$ cat config.mk
export PLATFORM = sky130hd
export DESIGN_NAME = dmem_arbiter_mc_flat
export DESIGN_NICKNAME = d
export VERILOG_FILES = /design/src/rtl/dmem_arbiter_mc_pkg.sv /design/src/rtl/dmem_arbiter_mc_if.sv /design/src/rtl/dmem_arbiter_mc_rr_arbiter.sv /design/src/rtl/dmem_arbiter_mc.sv /design/src/flat_wrapper.sv
export SDC_FILE = /design/constraint.sdc
export NUM_CORES = 1
export LEC_CHECK = 0
export CORE_MARGIN = 3
export CORE_UTILIZATION = 28
export CTS_CLUSTER_DIAMETER = 50
export DETAILED_ROUTE_END_ITERATION = 8
export PLACE_DENSITY = 0.79
export SYNTH_ARGS = -nofsm -noshare
export SYNTH_HDL_FRONTEND = slang
export SYNTH_SLANG_ARGS = --single-unit
$ cat constraint.sdc
create_clock -name clk -period 3.1 [get_ports clk]
set_clock_uncertainty 0.2 [all_clocks]
set_input_delay 0.62 -clock clk [delete_from_list [all_inputs] [get_ports clk]]
set_output_delay 0.62 -clock clk [all_outputs]
set_load 0.02 [all_outputs]
$ cat src/rtl/dmem_arbiter_mc_pkg.sv
// Shared constants and helpers for the multicore data-memory arbiter.
package dmem_arb_pkg;

   localparam int unsigned ARB_RR    = 0;
   localparam int unsigned ARB_FIXED = 1;
   localparam int unsigned MAX_CORES = 16;
   localparam int unsigned IDX_W     = 4;

   function automatic int unsigned clog2_min1(input int unsigned n);
      return (n < 2) ? 1 : $clog2(n);
   endfunction

   // OR-reduce bit positions; exact for a one-hot or all-zero vector.
   function automatic logic [IDX_W-1:0] onehot_to_idx(input logic [MAX_CORES-1:0] oh);
      logic [IDX_W-1:0] idx;
      idx = '0;
      for (int unsigned i = 0; i < MAX_CORES; i++) begin
         if (oh[i]) idx = idx | IDX_W'(i);
      end
      return idx;
   endfunction

endpackage

$ cat src/rtl/dmem_arbiter_mc_if.sv
// Request, return and memory-side signals of the shared data-memory port.
interface dmem_arbiter_mc_if #(
   parameter int unsigned NUM_CORES = 4,
   parameter int unsigned DATA_W    = 16,
   parameter int unsigned ADDR_W    = 16
);
   logic                        host_en;
   logic                        host_we;
   logic [ADDR_W-1:0]           host_addr;
   logic [DATA_W-1:0]           host_wdata;
   logic                        host_rvalid;
   logic [NUM_CORES-1:0]        core_req;
   logic [NUM_CORES-1:0]        core_we;
   logic [NUM_CORES*ADDR_W-1:0] core_addr;
   logic [NUM_CORES*DATA_W-1:0] core_wdata;
   logic [NUM_CORES-1:0]        core_gnt;
   logic [NUM_CORES-1:0]        core_rvalid;
   logic [DATA_W-1:0]           mem_rdata_q;
   logic                        mem_we;
   logic                        mem_re;
   logic [ADDR_W-1:0]           mem_addr;
   logic [DATA_W-1:0]           mem_wdata;
   logic [DATA_W-1:0]           mem_rdata;

   // Arbiter side
   modport slave (
      input  host_en, host_we, host_addr, host_wdata,
      input  core_req, core_we, core_addr, core_wdata,
      input  mem_rdata,
      output host_rvalid, core_gnt, core_rvalid, mem_rdata_q,
      output mem_we, mem_re, mem_addr, mem_wdata
   );

   // Requesters and memory side
   modport master (
      output host_en, host_we, host_addr, host_wdata,
      output core_req, core_we, core_addr, core_wdata,
      output mem_rdata,
      input  host_rvalid, core_gnt, core_rvalid, mem_rdata_q,
      input  mem_we, mem_re, mem_addr, mem_wdata
   );
endinterface

$ cat src/rtl/dmem_arbiter_mc_rr_arbiter.sv
// Core grant selection: round-robin from rr_ptr, or fixed lowest-index priority.
module rr_arbiter
   import dmem_arb_pkg::*;
#(
   parameter int unsigned N    = 4,
   parameter int unsigned MODE = ARB_RR
) (
   input  logic         clk,
   input  logic         RESET,
   input  logic         en,
   input  logic [N-1:0] req,
   output logic [N-1:0] gnt
);
   localparam int unsigned PW = clog2_min1(N);

   logic [PW-1:0] rr_ptr;
   logic [PW-1:0] rr_ptr_nxt;
   logic [PW-1:0] gnt_idx;

   // First requester at or after the start point, wrapping past N-1.
   always_comb begin
      logic          found;
      logic [PW-1:0] start;
      logic [PW-1:0] kk;
      int unsigned   k;
      gnt   = '0;
      found = 1'b0;
      start = (MODE == ARB_FIXED) ? '0 : rr_ptr;
      kk    = '0;
      k     = 0;
      for (int unsigned i = 0; i < N; i++) begin
         k = 32'(start) + i;
         if (k >= N) k = k - N;
         kk = PW'(k);
         if (!found && en && req[kk]) begin
            gnt[kk] = 1'b1;
            found   = 1'b1;
         end
      end
   end

   always_comb begin
      rr_ptr_nxt = rr_ptr;
      gnt_idx    = PW'(onehot_to_idx(MAX_CORES'(gnt)));
      if (MODE == ARB_RR && (|gnt)) begin
         rr_ptr_nxt = (gnt_idx == PW'(N - 1)) ? '0 : gnt_idx + PW'(1);
      end
   end

   always_ff @(posedge clk) begin
      if (RESET) rr_ptr <= '0;
      else       rr_ptr <= rr_ptr_nxt;
   end

endmodule

$ cat src/rtl/dmem_arbiter_mc.sv
// Arbitrates NUM_CORES cores plus a host onto one single-port synchronous
// data memory and returns tagged read data one cycle after the grant.
module dmem_arbiter_mc
   import dmem_arb_pkg::*;
#(
   parameter int unsigned NUM_CORES = 4,
   parameter int unsigned DATA_W    = 16,
   parameter int unsigned ADDR_W    = 16,
   parameter int unsigned ARB_MODE  = ARB_RR
) (
   input  logic               clk,
   input  logic               RESET,
   dmem_arbiter_mc_if.slave   bus
);
   localparam int unsigned CW = clog2_min1(NUM_CORES);

   logic [NUM_CORES-1:0] gnt;
   logic [CW-1:0]        g_idx;
   logic                 arb_en;
   logic [NUM_CORES-1:0] rd_tag_q;
   logic                 host_rd_q;
   logic [DATA_W-1:0]    rdata_hold;
   logic                 rvalid_any;

   assign arb_en = ~bus.host_en & ~RESET;

   rr_arbiter #(
      .N    (NUM_CORES),
      .MODE (ARB_MODE)
   ) u_rr_arbiter (
      .clk   (clk),
      .RESET (RESET),
      .en    (arb_en),
      .req   (bus.core_req),
      .gnt   (gnt)
   );

   assign bus.core_gnt = gnt;

   // Memory port mux: host overrides cores, idle drives zeros.
   always_comb begin
      bus.mem_we    = 1'b0;
      bus.mem_re    = 1'b0;
      bus.mem_addr  = '0;
      bus.mem_wdata = '0;
      g_idx         = CW'(onehot_to_idx(MAX_CORES'(gnt)));
      if (!RESET) begin
         if (bus.host_en) begin
            bus.mem_we    = bus.host_we;
            bus.mem_re    = ~bus.host_we;
            bus.mem_addr  = bus.host_addr;
            bus.mem_wdata = bus.host_wdata;
         end else if (|gnt) begin
            bus.mem_we    = bus.core_we[g_idx];
            bus.mem_re    = ~bus.core_we[g_idx];
            bus.mem_addr  = bus.core_addr[g_idx*ADDR_W +: ADDR_W];
            bus.mem_wdata = bus.core_wdata[g_idx*DATA_W +: DATA_W];
         end
      end
   end

   // Read-return tags; gnt is already zero while the host owns the port.
   always_ff @(posedge clk) begin
      if (RESET) begin
         rd_tag_q   <= '0;
         host_rd_q  <= 1'b0;
         rdata_hold <= '0;
      end else begin
         rd_tag_q  <= gnt & ~bus.core_we;
         host_rd_q <= bus.host_en & ~bus.host_we;
         if (rvalid_any) rdata_hold <= bus.mem_rdata;
      end
   end

   assign rvalid_any      = host_rd_q | (|rd_tag_q);
   assign bus.core_rvalid = rd_tag_q;
   assign bus.host_rvalid = host_rd_q;
   // Memory data arrives in the rvalid cycle itself, so it bypasses the hold register then.
   assign bus.mem_rdata_q = rvalid_any ? bus.mem_rdata : rdata_hold;

endmodule

$ cat src/flat_wrapper.sv
// flat-port wrapper written by rule: the top's interface ports become plain ports
module dmem_arbiter_mc_flat import dmem_arb_pkg::*;
#(
   parameter int unsigned NUM_CORES = 4,
   parameter int unsigned DATA_W    = 16,
   parameter int unsigned ADDR_W    = 16,
   parameter int unsigned ARB_MODE  = ARB_RR
)
  (clk, RESET, bus_host_en, bus_host_we, bus_host_addr, bus_host_wdata, bus_core_req, bus_core_we, bus_core_addr, bus_core_wdata, bus_mem_rdata, bus_host_rvalid, bus_core_gnt, bus_core_rvalid, bus_mem_rdata_q, bus_mem_we, bus_mem_re, bus_mem_addr, bus_mem_wdata);
  dmem_arbiter_mc_if #(.NUM_CORES(NUM_CORES), .DATA_W(DATA_W), .ADDR_W(ADDR_W)) bus_i ();
  input  logic clk;
  input  logic RESET;
  input wire logic [$bits(bus_i.host_en)-1:0] bus_host_en;
  input wire logic [$bits(bus_i.host_we)-1:0] bus_host_we;
  input wire logic [$bits(bus_i.host_addr)-1:0] bus_host_addr;
  input wire logic [$bits(bus_i.host_wdata)-1:0] bus_host_wdata;
  input wire logic [$bits(bus_i.core_req)-1:0] bus_core_req;
  input wire logic [$bits(bus_i.core_we)-1:0] bus_core_we;
  input wire logic [$bits(bus_i.core_addr)-1:0] bus_core_addr;
  input wire logic [$bits(bus_i.core_wdata)-1:0] bus_core_wdata;
  input wire logic [$bits(bus_i.mem_rdata)-1:0] bus_mem_rdata;
  output wire logic [$bits(bus_i.host_rvalid)-1:0] bus_host_rvalid;
  output wire logic [$bits(bus_i.core_gnt)-1:0] bus_core_gnt;
  output wire logic [$bits(bus_i.core_rvalid)-1:0] bus_core_rvalid;
  output wire logic [$bits(bus_i.mem_rdata_q)-1:0] bus_mem_rdata_q;
  output wire logic [$bits(bus_i.mem_we)-1:0] bus_mem_we;
  output wire logic [$bits(bus_i.mem_re)-1:0] bus_mem_re;
  output wire logic [$bits(bus_i.mem_addr)-1:0] bus_mem_addr;
  output wire logic [$bits(bus_i.mem_wdata)-1:0] bus_mem_wdata;
  assign bus_i.host_en = bus_host_en;
  assign bus_i.host_we = bus_host_we;
  assign bus_i.host_addr = bus_host_addr;
  assign bus_i.host_wdata = bus_host_wdata;
  assign bus_i.core_req = bus_core_req;
  assign bus_i.core_we = bus_core_we;
  assign bus_i.core_addr = bus_core_addr;
  assign bus_i.core_wdata = bus_core_wdata;
  assign bus_i.mem_rdata = bus_mem_rdata;
  assign bus_host_rvalid = bus_i.host_rvalid;
  assign bus_core_gnt = bus_i.core_gnt;
  assign bus_core_rvalid = bus_i.core_rvalid;
  assign bus_mem_rdata_q = bus_i.mem_rdata_q;
  assign bus_mem_we = bus_i.mem_we;
  assign bus_mem_re = bus_i.mem_re;
  assign bus_mem_addr = bus_i.mem_addr;
  assign bus_mem_wdata = bus_i.mem_wdata;
  dmem_arbiter_mc #(.NUM_CORES(NUM_CORES), .DATA_W(DATA_W), .ADDR_W(ADDR_W), .ARB_MODE(ARB_MODE)) u_core (.clk(clk), .RESET(RESET), .bus(bus_i));
endmodule
# [Yosys cells after proc, flatten, opt, wreduce, memory -nomap -nowiden]
# Index checks and enable logic that the tools add are counted.
[op_classes] bitwise=12 add_sub_neg=8 n_reduce_logical=16 magnitude_cmp=13 shift=2 n_eq_ne=1 mux=46
[op_table] op="$shiftx 64x7->16" n=2
[op_table] op="$mux 16" n=7
[op_table] op="$mux 1" n=19
[op_table] op="$mux 4" n=4
[op_table] op="$lt 2x3->1 const B" n=5
[op_table] op="$mux 2" n=7
[op_table] op="$or 4x4->4" n=3
[op_table] op="$logic_and 1x1->1" n=11
[op_table] op="$bmux 1 s2" n=5
[op_table] op="$ge 3x3->1 const B" n=3
[op_table] op="$demux 1 s2" n=4
[op_table] op="$ge 2x1->1 const B" n=4
[op_table] op="$reduce_or 4->1" n=2
[op_table] op="$sub 2x1->2 const B" n=4
[op_table] op="$add 2x2->3 const B" n=2
[op_table] op="$and 4x4->4" n=1
[op_table] op="$not 1->1" n=4
[op_table] op="$not 4->4" n=1
[op_table] op="$add 2x1->3 const B" n=1
[op_table] op="$ge 2x3->1 const B" n=1
[op_table] op="$logic_not 1->1" n=3
[op_table] op="$add 2x1->2 const B" n=1
[op_table] op="$and 1x1->1" n=2
[op_table] op="$eq 2x2->1 const B" n=1
[op_table] op="$or 1x1->1" n=1
[totals] out_inout_bits=59 word_cells=102 reg_bits=23 input_bits=188

# [Logic depth before layout (Yosys ltp)]
# Gate-level depths: netlist of run 1.
[logic_depth] ltp_word=27 mapped_depth=11 depth_no_buf=10

# [Modules after synthesis]
# A second synthesis of run 1 with hierarchy kept.
[unflattened] hier_cells=418 hier_area_um2=3056.7
[modules_own_cells] mod="dmem_arbiter_mc" seq_area_each_um2=420.4 instances=1 cells_per_inst=370 area_each_um2=2585.0
[modules_own_cells] mod="rr_arbiter" seq_area_each_um2=40.0 instances=1 cells_per_inst=48 area_each_um2=471.7

# [Worst setup path before layout of run 1]
# No wires, ideal clock.
[synth_path] kind="flip-flop to output port" start="register u_core.u_rr_arbiter.rr_ptr[0]" end="output bus_mem_we" required_ns=2.280 path_stages_with_launch=10 path_slack_ns=-0.500 t_arrival_ns=2.780 n_path_buf=1 path_cell_list="dfxtp_1 -> inv_2 -> ha_1 -> mux4_2 -> nor2b_4 -> a31o_2 -> nor2_4 -> nand2_4 -> buf_2 -> o311ai_1"
[synth_between] elab_chain_len=26 word_cells_on_any_way=72 cone_classes="add/sub: 7; order compare: 12; mux: 35; bitwise: 3; reduce/logical: 15"
[synth_lines] item="start: declaration" line="dmem_arbiter_mc_rr_arbiter.sv:16" text="logic [PW-1:0] rr_ptr;"
[synth_lines] item="start signal: assignment" line="dmem_arbiter_mc_rr_arbiter.sv:52" text="else rr_ptr <= rr_ptr_nxt;"
[synth_lines] item="branches (longest 17 deep; another with $add 2x1->3)"
[synth_lines] item="$mux 4 (*)" line="dmem_arbiter_mc_rr_arbiter.sv:35" text="if (!found && en && req[kk]) begin"
[synth_lines] item="$mux 1" line="dmem_arbiter_mc_pkg.sv:18" text="if (oh[i]) idx = idx | IDX_W'(i);"
[synth_lines] item="$mux 2 (2 in series)" line="dmem_arbiter_mc_pkg.sv:18"
[synth_lines] item="$bmux 1 s2" line="dmem_arbiter_mc.sv:54" text="bus.mem_we = bus.core_we[g_idx];"
[synth_lines] item="$mux 1 (not written as such)" line="dmem_arbiter_mc.sv:54"
[synth_lines] item="$mux 1 (*)" line="dmem_arbiter_mc.sv:53" text="end else if (|gnt) begin"
[synth_lines] item="$mux 1 (*)" line="dmem_arbiter_mc.sv:48" text="if (bus.host_en) begin"
[synth_lines] item="$mux 1 (*)" line="dmem_arbiter_mc.sv:47" text="if (!RESET) begin"
[synth_lines] item="end: declaration" line="flat_wrapper.sv:26" text="output wire logic [$bits(bus_i.mem_we)-1:0] bus_mem_we;"
# Mark *: on every way between the ends. The select of a mux whose other input is x is not followed.

# [Worst setup path after layout of run 1]
[layout_path] start="register u_core.u_rr_arbiter.rr_ptr[0]" end="output bus_mem_wdata[3]"
[layout_between] elab_chain_len=25 word_cells_on_any_way=71 cone_classes="add/sub: 7; order compare: 12; shift: 1; mux: 33; bitwise: 3; reduce/logical: 15"
[layout_lines] item="branches (longest 17 deep; another with $add 2x1->3)"
[layout_lines] item="$mux 4 (*)" line="dmem_arbiter_mc_rr_arbiter.sv:35"
[layout_lines] item="$mux 1" line="dmem_arbiter_mc_pkg.sv:18"
[layout_lines] item="$mux 2 (2 in series)" line="dmem_arbiter_mc_pkg.sv:18"
[layout_lines] item="$shiftx 64x7->16" line="dmem_arbiter_mc.sv:57" text="bus.mem_wdata = bus.core_wdata[g_idx*DATA_W +: DATA_W];"
[layout_lines] item="$mux 16 (*)" line="dmem_arbiter_mc.sv:53"
[layout_lines] item="$mux 16 (*)" line="dmem_arbiter_mc.sv:48"
[layout_lines] item="$mux 16 (*)" line="dmem_arbiter_mc.sv:47"
[layout_lines] item="end: declaration" line="flat_wrapper.sv:29" text="output wire logic [$bits(bus_i.mem_wdata)-1:0] bus_mem_wdata;"
# Marked as above.

==> results of run 1 <==
## cells by family after synthesis
group	synth area share [%]
flops	17.3
simple gates	24.8
mux	17.7
fa+ha+maj	2.83
compound gates	31.8
buf+inv	5.51
## flip-flops by register name, summed over array words and instances, names as in the netlist
register,count
u_core.u_rr_arbiter.rr_ptr,2
u_core.bus.core_rvalid,4
u_core.bus.host_rvalid,1
u_core.rdata_hold,16
## synthesized netlist by cell type, types with 2 or more instances
| master | n |
|---|---|
| sky130_fd_sc_hd__a32o_1 | 2 |
| sky130_fd_sc_hd__a21oi_4 | 3 |
| sky130_fd_sc_hd__and3_1 | 33 |
| sky130_fd_sc_hd__o21ai_0 | 19 |
| sky130_fd_sc_hd__mux2_2 | 33 |
| sky130_fd_sc_hd__inv_1 | 2 |
| sky130_fd_sc_hd__nor2b_1 | 21 |
| sky130_fd_sc_hd__ha_1 | 6 |
| sky130_fd_sc_hd__o21ai_1 | 32 |
| sky130_fd_sc_hd__mux2i_1 | 2 |
| sky130_fd_sc_hd__a221oi_1 | 14 |
| sky130_fd_sc_hd__inv_2 | 4 |
| sky130_fd_sc_hd__nand2b_1 | 2 |
| sky130_fd_sc_hd__a211oi_1 | 33 |
| sky130_fd_sc_hd__nor3_1 | 6 |
| sky130_fd_sc_hd__clkbuf_1 | 16 |
| sky130_fd_sc_hd__nor2_4 | 3 |
| sky130_fd_sc_hd__dfxtp_1 | 23 |
| sky130_fd_sc_hd__buf_2 | 9 |
| sky130_fd_sc_hd__a32oi_1 | 2 |
| sky130_fd_sc_hd__nor2_1 | 5 |
| sky130_fd_sc_hd__nand2_1 | 35 |
| sky130_fd_sc_hd__a22o_2 | 2 |
| sky130_fd_sc_hd__mux4_2 | 3 |
## placed cells by master (no fill, tap or decap), types with 3 or more instances in the layout
master / netlist / layout
sky130_fd_sc_hd__and3_4: 0 / 23
sky130_fd_sc_hd__o21ai_2: 1 / 47
sky130_fd_sc_hd__inv_4: 0 / 3
sky130_fd_sc_hd__dlygate4sd2_1: 0 / 16
sky130_fd_sc_hd__clkdlybuf4s50_1: 0 / 188
sky130_fd_sc_hd__buf_4: 1 / 42
sky130_fd_sc_hd__mux4_2: 3 / 3
sky130_fd_sc_hd__buf_8: 0 / 7
sky130_fd_sc_hd__mux2_2: 33 / 22
sky130_fd_sc_hd__a221oi_4: 0 / 7
sky130_fd_sc_hd__o21ai_4: 1 / 4
sky130_fd_sc_hd__mux2_4: 0 / 11
sky130_fd_sc_hd__ha_1: 6 / 5
sky130_fd_sc_hd__buf_12: 0 / 13
sky130_fd_sc_hd__clkbuf_8: 0 / 3
sky130_fd_sc_hd__a32o_2: 1 / 3
sky130_fd_sc_hd__nor2_1: 5 / 3
sky130_fd_sc_hd__nor2_4: 3 / 4
sky130_fd_sc_hd__buf_6: 1 / 54
sky130_fd_sc_hd__a211oi_4: 0 / 13
sky130_fd_sc_hd__a221oi_2: 0 / 7
sky130_fd_sc_hd__nand2_1: 35 / 34
sky130_fd_sc_hd__buf_16: 0 / 3
sky130_fd_sc_hd__a21oi_4: 3 / 3
sky130_fd_sc_hd__buf_2: 9 / 4
sky130_fd_sc_hd__and3_1: 33 / 10
sky130_fd_sc_hd__nor3_1: 6 / 6
sky130_fd_sc_hd__a211oi_2: 0 / 19
sky130_fd_sc_hd__dfxtp_1: 23 / 21
sky130_fd_sc_hd__nor2b_1: 21 / 20
## critical path, cell delays in order (launching register included)
cell and delay, ns:
sky130_fd_sc_hd__dfxtp_4 0.39, sky130_fd_sc_hd__inv_4 0.04, sky130_fd_sc_hd__ha_4 0.30, sky130_fd_sc_hd__mux4_2 0.31
sky130_fd_sc_hd__nor2b_4 0.15, sky130_fd_sc_hd__a32o_2 0.26, sky130_fd_sc_hd__buf_4 0.14, sky130_fd_sc_hd__nor2_4 0.15
sky130_fd_sc_hd__buf_12 0.14, sky130_fd_sc_hd__nand2_4 0.08, sky130_fd_sc_hd__buf_12 0.17, sky130_fd_sc_hd__a211oi_2 0.33
sky130_fd_sc_hd__o21ai_2 0.14, sky130_fd_sc_hd__buf_6 0.15
## area by class of cell
| type | instances | area [um2] | area share [%] |
|---|---|---|---|
| inverters | 6 | 30.0 | 0.417 |
| well taps | 126 | 158 | 2.19 |
| clock buffers | 3 | 41.3 | 0.573 |
| repair buffers | 331 | 3530 | 49.0 |
| multi-input cells | 278 | 2970 | 41.3 |
| flip-flops and latches | 23 | 465 | 6.46 |
| clock inverters | 1 | 5.00 | 0.0695 |
| diodes | 1 | 2.50 | 0.0347 |
## through the flow
| step | hold WS, ns | setup TNS (ns) |
|---|---|---|
| 6_report | 0.394 | -21.80 |
| 3_5_place_dp | 0.378 | -50.24 |
| 4_1_cts | 0.398 | -20.21 |
| 3_3_place_gp | 0.365 | -47.45 |
| 5_1_grt | 0.424 | -24.99 |
| 2_1_floorplan | 0.337 | -6.32 |
## metal layers
layer,vias up,part of all wire (%),GRT usage [%],wire (um)
li1,1884,-,-,-
met1,1999,37,33.5,6300
met2,233,52,52.5,8980
met3,36,7.8,5.57,1340
met4,0,3.3,7.17,561
met5,-,0,0,0
## timing repair
item	4_1_cts	5_1_grt
gates resized for setup	395	48
gates cloned	8	2
pin swaps	54	27
endpoints found under the setup margin	54	38
buffers inserted	25	3
hold endpoints to repair	0	0
## path summary, 6_finish.rpt
| check | start | endpoint | slack (ns) |
|---|---|---|---|
| worst max-delay path | u_core.u_rr_arbiter.rr_ptr[0] | bus_mem_wdata[3] | -0.75 |
| worst min-delay path | u_core.rdata_hold[3] | u_core.rdata_hold[3] | 0.39 |
| worst max register to register | u_core.u_rr_arbiter.rr_ptr[0] | u_core.u_rr_arbiter.rr_ptr[1] | 0.36 |
| worst min register to register | u_core.rdata_hold[3] | u_core.rdata_hold[3] | 0.39 |
## power by group
part           leakage, nW  total, mW  switching (mW)  internal [mW]
Combinational         2.70       2.36            1.10           1.26
Clock               0.0255      0.184          0.0944         0.0896
Sequential           0.188      0.332          0.0108          0.321
==> results, run 1 <==
- The number of nets still failing antenna checks after routing is 0.
- STA puts the critical path data arrival time at 3.03 ns.
- The endpoint class of the critical path is an output port.
- The kind of start point of the critical path is a flip-flop.
- The cell count after synthesis is around 330.
- The static leakage is 2.91 nW.
- The total area inside the core boundary comes to 0.00898 mm2.
- The vias after detailed routing is 4152.
- The number of buffers created by CTS is 3.
- Of the synthesized area, sequential elements account for roughly 17%.
- Timing analysis after detailed placement gives a worst setup slack of -1.43 ns.
- The worst reg2reg path depth is 13.
- Including well taps, the total number of placed cells is 730.
- After detailed routing, the number of remaining DRC violations is 0.
- The tool flagged a number of max-cap violations equal to 0.
- The flow ran to the end, but the final reports show violations.
- For this run, the share of the core covered by cells in the final layout is 80.3%.
- The die covers ~0.011 mm2.
- A synthesized cell averages 7.95 um2.
- The placed instances occupy a cell area of 0.00581 mm2.
- The count of filler cells inserted in the layout is 524.
- The number of hold violations in the final report came to 0.
- When the netlist entered floorplanning its net count stood at 528.
- The clock latency on the worst-skew pair is around 0.26 ns.
- The total power density per cell area is 400 mW/mm2.
- The width of the chip is between 100 and 150 um.
- The max-slew headroom at the worst pin is 80.2%.
- The maximum buffer depth of the clock tree is 2.
- The number of warnings reported in the yosys synthesis log is 0.
- The path class of the tightest hold or removal check is reg -> reg.
- The largest net degree at the start of global routing is 26.
- Compared with the post-synthesis result, the final layout area differs by 171%.
- The first TritonRoute pass finished after 4 iterations.
- The synthesized netlist occupies a cell area of about 0.0027 mm2.
- Counting flops with an async set or reset pin after synthesis yields a share of 0%.
- The count of pins over their slew limit came to 0.
- Summed over all layers, the routed wires come to 17200 um.
- The root buffer cell is sky130_fd_sc_hd__clkbuf_8.
- The finished layout holds 769 standard cells, fillers aside.
- The count of flip-flops with a built-in enable after synthesis is 0.
- The required time of the critical path is ~2.3 ns.
- After global routing the overflow that remains totals 0.
- At the pin with the least slew margin, the transition time is around 0.3 ns.
- Once layout is done, the placed cells without fillers occupy 0.00720 mm2.
- The initial antenna violation count came to 1.
- Clock tree synthesis found a total of 23 sinks.
- Using the TritonRoute via totals, the vias-per-cell ratio works out to 5.40.
- The total design power is 2.88 mW.
- The achievable frequency is 0.260 GHz.
- The number of cells traversed by the worst hold path is 2.
- In the post-route analysis, the smallest setup slack over all paths is -0.753 ns.
- In this run the count of I/O pins placed on the die edge is approximately 250.
- Ranked by total cell area, the synthesized netlist is headed by sky130_fd_sc_hd__dfxtp_1 (17%), sky130_fd_sc_hd__mux2_2 (14%), sky130_fd_sc_hd__a211oi_1 (9.3%), sky130_fd_sc_hd__and3_1 (7.8%), sky130_fd_sc_hd__o21ai_1 (6.0%).
- During placement, the flow inserted port buffers numbering between 200 and 250.
- The worst path uses 124% of the clock period.
- In the final layout, the share of cells above drive strength 1 is 50.6%.
- After legalization and detailed placement, the total HPWL measured 11400 um.
- Setup repair after global routing could not meet its margin everywhere.
- The distinct cell type count of the synthesized netlist is between 40 and 50.
- In this run, synthesis produced a sequential element count of 23.
- In this run the vertical extent of the chip is ~100 um.
- The prevailing post-synth register cell is sky130_fd_sc_hd__dfxtp_1.
- The checks that failed: negative setup slack.
- The weighted congestion at the end of routability-driven global placement is 0.822.
- The peak ir drop on the vdd network is 0.234 mV.
- The initial cell density of the core is between 20% and 30%.
- The total setup violations reported at the end of the flow is 38.
- The category of the most critical setup path is reg -> out.
- The clock input transition at the sequential cells of the worst setup and hold paths is roughly 0.08 ns.
- In this run the number of H-tree levels came out at 1.
- The global-route wire length before repair is around 24000 um.
- Global routing consumed, over all layers together, 28.4% of the routing resources.
- The routed length per instance is roughly 22 um.
- After synthesis, the largest area contributor takes up 17.3% of total cell area.
- The final-stage net count is between 800 and 900.
- The top fanout value on the critical path is 11.
- TritonCTS built the clock tree.
- The total of hold buffers inserted after clock tree synthesis is 0.
- Counting I/O delays and the setup requirement, the final critical path takes slightly below 4 ns.
- The DRC violation total after the first TritonRoute iteration is ~160.
- The cell type with the highest aggregate area in the netlist is sky130_fd_sc_hd__dfxtp_1.
- The number of global-route vias before repair came to about 4400.
- The count of standard-cell rows is 34.
No activity file was read; power rests on OpenSTA's default activity.
==> inputs of run 2 (changes only) <==
CORE_UTILIZATION = 31   (was 28)
PLACE_DENSITY = 0.81   (was 0.79)
SYNTH_HIERARCHICAL = 1   (was not set)
==> run 2 against run 1 <==
  * The flow still finishes with violations (negative setup slack)
  * Critical path depth decreased by 3
  * Via count increased by 7.2%
  * Hold slack got worse by 0.092 ns
  * Global-route usage decreased by 2.2 points
  * Count of clock-buffer cells in the layout increased by 1
  * Synthesized cell count increased by 25%
  * Final cell count increased by 5.1%
  * Die area increased by 3.8%
  * Clock power decreased by 2%
  * Non-clock buffer count decreased by 36
  * Design area decreased by 12%
  * First-iteration DRC count increased by 26%
  * Highest routed layer unchanged
==> results, run 2 <==
- The run finished, with violations left.
- The final reports fail on negative setup slack.
- The footprint of the flip-flops and latches is 465 um2 (unchanged).
- The portion of the clock cycle consumed by the worst path in the final layout is 128% (+3.8 points).
- Setup repair after global routing could not meet its margin everywhere.
- The area inside the core boundary is 0.00942 mm2 (+4.9%).
- On the critical path, the stage with the largest delay is an instance of sky130_fd_sc_hd__or4_4.
- The placed instance area is 0.00588 mm2 (+1.2%).
- The number of buffers created by CTS is 3 (unchanged).
- The count of flip-flops with a built-in enable after synthesis is 0 (unchanged).
- The count of inserted antenna diode cells is 0 (-1).
- The mean area per synthesized cell is 7.31 um2 (-8.0%).
- The power share of the sequential group came to 17.1% (+5.6 points).
- The met2 layer usage reported by global route was 48.8% (-3.7 points).
- The top fanout value on the critical path came to 8 (-3).
- Among all flip-flop cells after synthesis, the most frequent one is sky130_fd_sc_hd__dfxtp_1.
- The layer flagged by global routing as most heavily used is met2.
- The average via count per standard cell was 5.51 (+2.1%).
- The share of the synthesized area in the top cell type is 15.1% (-2.3 points).
- The fraction of synthesis flops using an asynchronous set or reset pin came to 0% (unchanged).
- The initial cell density of the core is 32.5% (+2.9 points).
- The post-route minimum period was 3.97 ns (+0.117 ns).
- The final worst-path setup slack is -0.870 ns (-0.117 ns).
- The placement-stage worst setup slack is -1.58 ns (-0.150 ns).
- The final hold slack was 0.301 ns (-0.0924 ns).
- sky130_fd_sc_hd__dfxtp_1 takes more of the synthesized area than any other cell.
- The number of warnings reported in the yosys synthesis log was 6 (+6).
- The I/O pin count was 247 (unchanged).
- The number of remaining DRC errors was 0 (unchanged).
- The root buffer cell is sky130_fd_sc_hd__clkbuf_8.
- The maximum buffer depth of the clock tree is 2 (unchanged).
- The slew at the pin closest to its max-slew limit is 0.461 ns (+0.164 ns).
- The total design power is 1.97 mW (-31%).
- The TritonCTS clock tree is done.
- The switching component of the power is 756 uW (-37%).
- The peak ir drop on the vdd network is 0.199 mV (-15%).
- The internal power summed over all cells is 1.22 mW (-27%).
- The post-synthesis net count is 613 (+16%).
- The vias after detailed routing is 4453 (+7.2%).
- The register with the highest flop count is u_core/rdata_hold.
- The all-layer global routing usage came to 26.2% (-2.2 points).
- The floorplan die area is 0.0111 mm2 (+3.8%).
- The detailed-route wire length is 16200 um (-5.8%).
- The clock input transition at the sequential cells of the worst setup and hold paths is 0.08 ns (about the same).
- The global-route wire length before repair came to 23600 um (about the same).
- The achievable frequency is 0.252 GHz (-2.9%).
- Walking the worst path, the cells encountered are inv_4, ha_4, mux4_2, nand2b_4, a21oi_4, a221o_4, or4_4, and2_4, a32o_2, buf_6.
- The largest net degree at the start of global routing was 38 (+46%).
- The initial antenna violation count came to 0 (-1).
- The count of filler cells inserted in the layout is 757 (+44%).
- The number of global-route vias before repair is 4475 (+1.4%).
- The number of buffers inserted by port buffering is 246 (unchanged).
- The total of flip-flops plus latches after synthesis is 23 (unchanged).
- The DRC violation total after the first TritonRoute iteration is 196 (+26%).
- The weighted congestion at the end of routability-driven global placement is 0.937 (+14%).
- The met1 usage in global routing is 30.2% (-3.3 points).
- The number of hold violations in the final report was 0 (unchanged).
- The flip-flop count of the largest register, all copies and words added came to 16 (unchanged).
- The cell area after layout came to 0.00636 mm2 (-12%).
- The commonest non-fill, non-tap cell in the layout is sky130_fd_sc_hd__clkdlybuf4s50_1.
- The chip height was 105 um (+1.9%).
- The count of maximum capacitance violations came to 0 (unchanged).
- The most frequent cell after synthesis is sky130_fd_sc_hd__nor2b_1.
- The commonest cells after synthesis are sky130_fd_sc_hd__nor2b_1 (61), sky130_fd_sc_hd__a21oi_1 (46), sky130_fd_sc_hd__o21ai_0 (39).
- The number of H-tree levels came to 1 (unchanged).
- The arrival time of data at the critical path endpoint is 3.15 ns (+0.12 ns).
- The kind of start point of the critical path is a flip-flop.
- The post-route core utilization is 67.6% (-13 points).
- The total setup violations reported at the end of the flow is 37 (-2.6%).
- The number of detailed-routing iterations run before antenna repair is 4 (unchanged).
- The number of buffer and inverter stages on the critical path came to 2 (-3).
- The area overhead of the layout relative to synthesis is 108%.
- The number of nets still failing antenna checks after routing is 0 (unchanged).
- The count of standard-cell rows came to 35 (+2.9%).
- The placed wire-length estimate after detailed placement is 11700 um (+2.8%).
- The classification of the worst-slack hold path is reg -> reg.
- The clock network fraction of design power is 9.1% (+2.7 points).
- The share of post-route cells with drive strength above 1 is 24.2% (-26 points).
- The area of the mapped netlist is 0.00306 mm2 (+15%).
- The switching portion of total power came to 38.3% (-3.7 points).
- The clock latency on the worst-skew pair is 0.26 ns (about the same).
- The cell count after synthesis is 418 (+25%).
- The delay contributed by the slowest stage of the critical path is 0.56 ns (+0.17 ns).
- The sequential fraction of the synthesis area came to 15.1% (-2.3 points).
- The routed length per instance is 20.0 um (-10%).
- In the layout the commonest cells are sky130_fd_sc_hd__clkdlybuf4s50_1 (202), sky130_fd_sc_hd__nor2b_1 (60), sky130_fd_sc_hd__a21oi_1 (46).
- The total power density per cell area is 310 mW/mm2 (-22%).
- The max-slew headroom at the worst pin was 69.2% (-11 points).
- Yosys attributes the largest share of cell area to sky130_fd_sc_hd__dfxtp_1 (15%), sky130_fd_sc_hd__nor2b_1 (12%), sky130_fd_sc_hd__mux2i_1 (12%), sky130_fd_sc_hd__a32o_1 (10%), sky130_fd_sc_hd__a21oi_1 (7.5%).
- The count of pins over their slew limit is 0 (unchanged).
- The combinational power share is 73.8% (-8.3 points).
- The overflow left after global routing is 0 (unchanged).
- The static leakage was 2.55 nW (-12%).
- The global-route track usage on met3 is 3.80% (-1.8 points).
- The family with the most delay on the worst path is simple AND/OR/NAND/NOR gates.
- The total clock sinks is 23 (unchanged).
- The category of the most critical setup path is reg -> out.
- The final-stage net count came to 875 (+4.5%).
- The distinct cell type count of the synthesized netlist is 39 (-19%).
- The width of the chip is 105 um (+1.9%).
- The area of the multi-input gates is 0.00257 mm2 (-14%).
- STA classifies the critical path endpoint as an output port.
- The required time of the critical path is 2.28 ns (about the same).
==> run 2: metrics by stage <==
stage          cells  setup TNS, ns
5_1_grt          808         -31.03
6_report         808         -28.84
3_3_place_gp     788         -54.15
4_1_cts          806         -27.87
2_1_floorplan    418         -24.12
3_5_place_dp     788         -56.74
==> run 2: final cells by class <==
cell class | count | area share [%]
Inverter | 4 | 0.275
Multi-Input combinational cell | 353 | 40.4
Timing Repair Buffer | 295 | 48.8
Sequential cell | 23 | 7.32
Clock buffer | 4 | 0.708
Tap cell | 129 | 2.54
==> run 2: cells by family after synthesis <==
logic type | synth area share [%]
flops | 15.1
buf+inv | 7.53
compound gates | 31.0
fa+ha+maj | 2.87
simple gates | 28.4
mux | 15.1
==> run 2: metal layers <==
layer	share of wire, %	routed length (um)
met3	6.8	1100
met5	0	0
met4	2.9	470
met2	52	8460
met1	38	6150
==> run 2: what timing repair did <==
| action | in CTS | in global routing |
|---|---|---|
| gates cloned | 6 | 3 |
| endpoints found under the setup margin | 48 | 39 |
| pin swaps | 22 | 16 |
| hold buffers | 0 | 0 |
| buffers inserted | 8 | 1 |
| gates resized for setup | 276 | 24 |
==> run 2: path summary, 6_finish.rpt <==
path	from	end	slack [ns]	depth (start not counted)
hold reg to reg	u_core/rdata_hold[13]	u_core/rdata_hold[13]	0.30	2
hold / removal	u_core/rdata_hold[13]	u_core/rdata_hold[13]	0.30	2
setup reg to reg	u_core/u_rr_arbiter/rr_ptr[0]	u_core/u_rr_arbiter/rr_ptr[1]	0.35	10
setup / recovery	u_core/u_rr_arbiter/rr_ptr[0]	bus_mem_wdata[7]	-0.87	10
==> run 2: tightest hold or removal path: cells and delay by family, from the launching register on <==
| family | cells | cell delay, ns |
|---|---|---|
| AOI/OAI and AO/OA | 1 | 0.06 |
| DFF | 1 | 0.30 |
| and+or+nand+nor | 1 | 0.09 |
==> run 2: power groups by stage <==
stage | logic [mW] | clock network [mW] | registers (mW)
global route | 1.54 | 0.194 | 0.339
finish | 1.46 | 0.180 | 0.338
detailed placement | 1.26 | 0 | 0.344
global placement | 1.24 | 0 | 0.343
CTS | 1.37 | 0.184 | 0.336
floorplan | 0.662 | 0 | 0.341
==> inputs of run 3 (changes only) <==
CORE_UTILIZATION = 35   (was 31)
DONT_BUFFER_PORTS = 1   (was not set)
PLACE_DENSITY = not set   (was 0.81)
==> run 3 against run 2 <==
  * The flow still finishes with violations (negative setup slack)
  * Die area shrank 11%
  * Routed wire length shrank 27%
  * Sequential cell count is the same
  * Via count shrank 26%
  * Clock power shrank 3%
  * Sequential power is essentially flat
  * Maximum frequency grew 3.0%
  * Final cell count shrank 34%
  * Worst setup slack gained 0.12 ns
  * Largest cell class is now multi-input combinational cells
  * Highest routed layer is now met5
==> results, run 3 (synthesis gave the netlist of run 2 again) <==
- The top fanout value on the critical path was 9 (+1).
- The register with the highest flop count is u_core/rdata_hold.
- The final hold slack is 0.221 ns (-0.0803 ns).
- The number of standard cells in the final layout excluding fillers is 533 (-34%).
- The tree is rooted in a sky130_fd_sc_hd__clkbuf_8.
- The power share of the sequential group is 23.6% (+6.5 points).
- The area growth from synthesis to layout is 18.5%.
- The number of nets still failing antenna checks after routing is 0 (unchanged).
- The clock network fraction of design power was 12.1% (+3.0 points).
- The total setup violations reported at the end of the flow is 35 (-5.4%).
- The count of inserted antenna diode cells is 0 (unchanged).
- The portion of the clock cycle consumed by the worst path in the final layout is 124% (-3.8 points).
- The number of global-route vias before repair is 3217 (-28%).
- The final-stage net count is 624 (-29%).
- The number of H-tree levels came to 1 (unchanged).
- The flip-flop count of the largest register, all copies and words added is 16 (unchanged).
- The total clock sinks was 23 (unchanged).
- The count of filler cells inserted in the layout is 846 (+12%).
- The total design power came to 1.44 mW (-27%).
- The clock latency on the worst-skew pair is 0.26 ns (about the same).
- The max-slew headroom at the worst pin was 69.4% (+0.15 points).
- The all-layer global routing usage was 21.0% (-5.2 points).
- The number of hold violations in the final report is 0 (unchanged).
- The static leakage is 1.43 nW (-44%).
- The average via count per standard cell was 6.21 (+13%).
- The overflow left after global routing is 0 (unchanged).
- The number of buffers created by CTS is 3 (unchanged).
- The required time of the critical path is 2.28 ns (about the same).
- The footprint of the flip-flops and latches is 465 um2 (unchanged).
- The slew at the pin closest to its max-slew limit is 0.459 ns (-0.00221 ns).
- The number of buffers inserted by port buffering was 0 (-100%).
- The achievable frequency came to 0.260 GHz (+3.0%).
- The final worst-path setup slack is -0.753 ns (+0.117 ns).
- In the layout the commonest cells are sky130_fd_sc_hd__nor2b_1 (60), sky130_fd_sc_hd__a21oi_1 (46), sky130_fd_sc_hd__o21ai_0 (37).
- The routed length per instance is 22.0 um (+10%).
- The internal power summed over all cells is 824 uW (-32%).
- The weighted congestion at the end of routability-driven global placement was 0.928 (-0.89%).
- The combinational power share is 64.3% (-9.5 points).
- The maximum buffer depth of the clock tree is 2 (unchanged).
- The signal on the critical path passes through inv_4, ha_4, mux4_2, nand3b_1, a21boi_2, a221o_4, or4_4, and2_4, a32o_2.
- The clock input transition at the sequential cells of the worst setup and hold paths is 0.08 ns (about the same).
- The kind of start point of the critical path is a flip-flop.
- The cell area after layout was 0.00362 mm2 (-43%).
- The total negative setup slack is -24.66 ns (+4.19 ns).
- The DRC violation total after the first TritonRoute iteration is 151 (-23%).
- The count of maximum capacitance violations is 0 (unchanged).
- The placed wire-length estimate after detailed placement is 8780 um (-25%).
- The category of the most critical setup path is reg -> out.
- The worst hold path belongs to the class in -> reg.
- The placed instance area came to 0.00337 mm2 (-43%).
- TritonCTS built the clock tree.
- The total power density per cell area came to 398 mW/mm2 (+28%).
- The placement-stage worst setup slack is -0.528 ns (+1.05 ns).
- The total of hold buffers inserted after clock tree synthesis is 0 (unchanged).
- The endpoint class of the critical path is an output port.
- The largest net degree at the start of global routing is 50 (+32%).
- The width of the chip is 99.5 um (-5.6%).
- The area inside the core boundary is 0.00834 mm2 (-11%).
- The number of remaining DRC errors is 0 (unchanged).
- The floorplan die area is 0.00989 mm2 (-11%).
- The delay contributed by the slowest stage of the critical path is 0.54 ns (-0.02 ns).
- Setup repair after global routing could not meet its margin everywhere.
- The initial cell density of the core is 36.6% (+4.2 points).
- The detailed-route wire length is 11700 um (-27%).
- The slowest cell on the critical path is sky130_fd_sc_hd__or4_4.
- The post-route minimum period was 3.85 ns (-0.117 ns).
- The global-route wire length before repair is 16800 um (-29%).
- The initial antenna violation count was 1 (+1).
- The count of standard-cell rows came to 33 (-5.7%).
- The I/O pin count is 247 (unchanged).
- The switching component of the power is 617 uW (-18%).
- The arrival time of data at the critical path endpoint is 3.03 ns (-0.12 ns).
- The vias after detailed routing is 3308 (-26%).
- The count of placed standard cells including taps was 517 (-34%).
- The number of detailed-routing iterations run before antenna repair was 5 (+1).
- The peak ir drop on the vdd network is 0.136 mV (-32%).
- The area of the multi-input gates is 0.00251 mm2 (-2.2%).
- The library cell used most frequently in the layout, excluding fill and tap cells, is sky130_fd_sc_hd__nor2b_1.
- The share of post-route cells with drive strength above 1 was 25.7% (+1.5 points).
- The count of pins over their slew limit is 0 (unchanged).
- The chip height is 99.5 um (-5.6%).
- The run finished, with violations left.
- The switching portion of total power is 42.8% (+4.5 points).
- The post-route core utilization came to 43.4% (-24 points).
- The checks that failed: negative setup slack.
-- run 3: critical path, delay by kind of cell (launching register included) --
kind	cells	cell delay [ns]
simple gates	3	0.90
compound gates	3	0.76
flops	1	0.41
buf+inv	1	0.05
mux	1	0.35
fa+ha+maj	1	0.29
-- run 3: cell type report --
class / instances / area share, %
tap: 105 / 3.63
clock inverter: 1 / 0.138
clock buffer: 3 / 1.14
multi-input combinational: 352 / 69.3
sequential: 23 / 12.8
inverter: 4 / 0.483
timing repair buffer: 45 / 12.5
-- run 3: power by group through the flow --
stage / combinational [mW] / sequential, mW / clock [mW]
final: 0.927 / 0.340 / 0.175
after floorplan: 0.662 / 0.341 / 0
after global routing: 0.997 / 0.342 / 0.196
after global placement: 0.828 / 0.346 / 0
after detailed placement: 0.842 / 0.347 / 0
after CTS: 0.884 / 0.340 / 0.187
-- run 3: worst paths after layout --
check                                     start                             to  slack [ns]  cells after the start
hold / removal                            RESET          u_core/rdata_hold[15]        0.22                      1
hold reg to reg            u_core/rdata_hold[8]           u_core/rdata_hold[8]        0.29                      2
setup / recovery  u_core/u_rr_arbiter/rr_ptr[0]               bus_mem_addr[12]       -0.75                      9
setup reg to reg  u_core/u_rr_arbiter/rr_ptr[0]  u_core/u_rr_arbiter/rr_ptr[1]        0.37                     10
-- run 3: layer usage --
layer | GRT usage [%] | share of wire (%) | vias up
met5 | 0 | 0.17 | -
met4 | 6.09 | 2.0 | 2
met3 | 6.24 | 10 | 19
met2 | 37.2 | 50 | 171
met1 | 24.5 | 38 | 1522
li1 | - | - | 1594
-- run 3: timing repair --
item	4_1_cts	5_1_grt
resized for setup	14	13
cloned	3	2
endpoints found under the setup margin	36	36
pin swaps	1	6
setup buffers	2	5
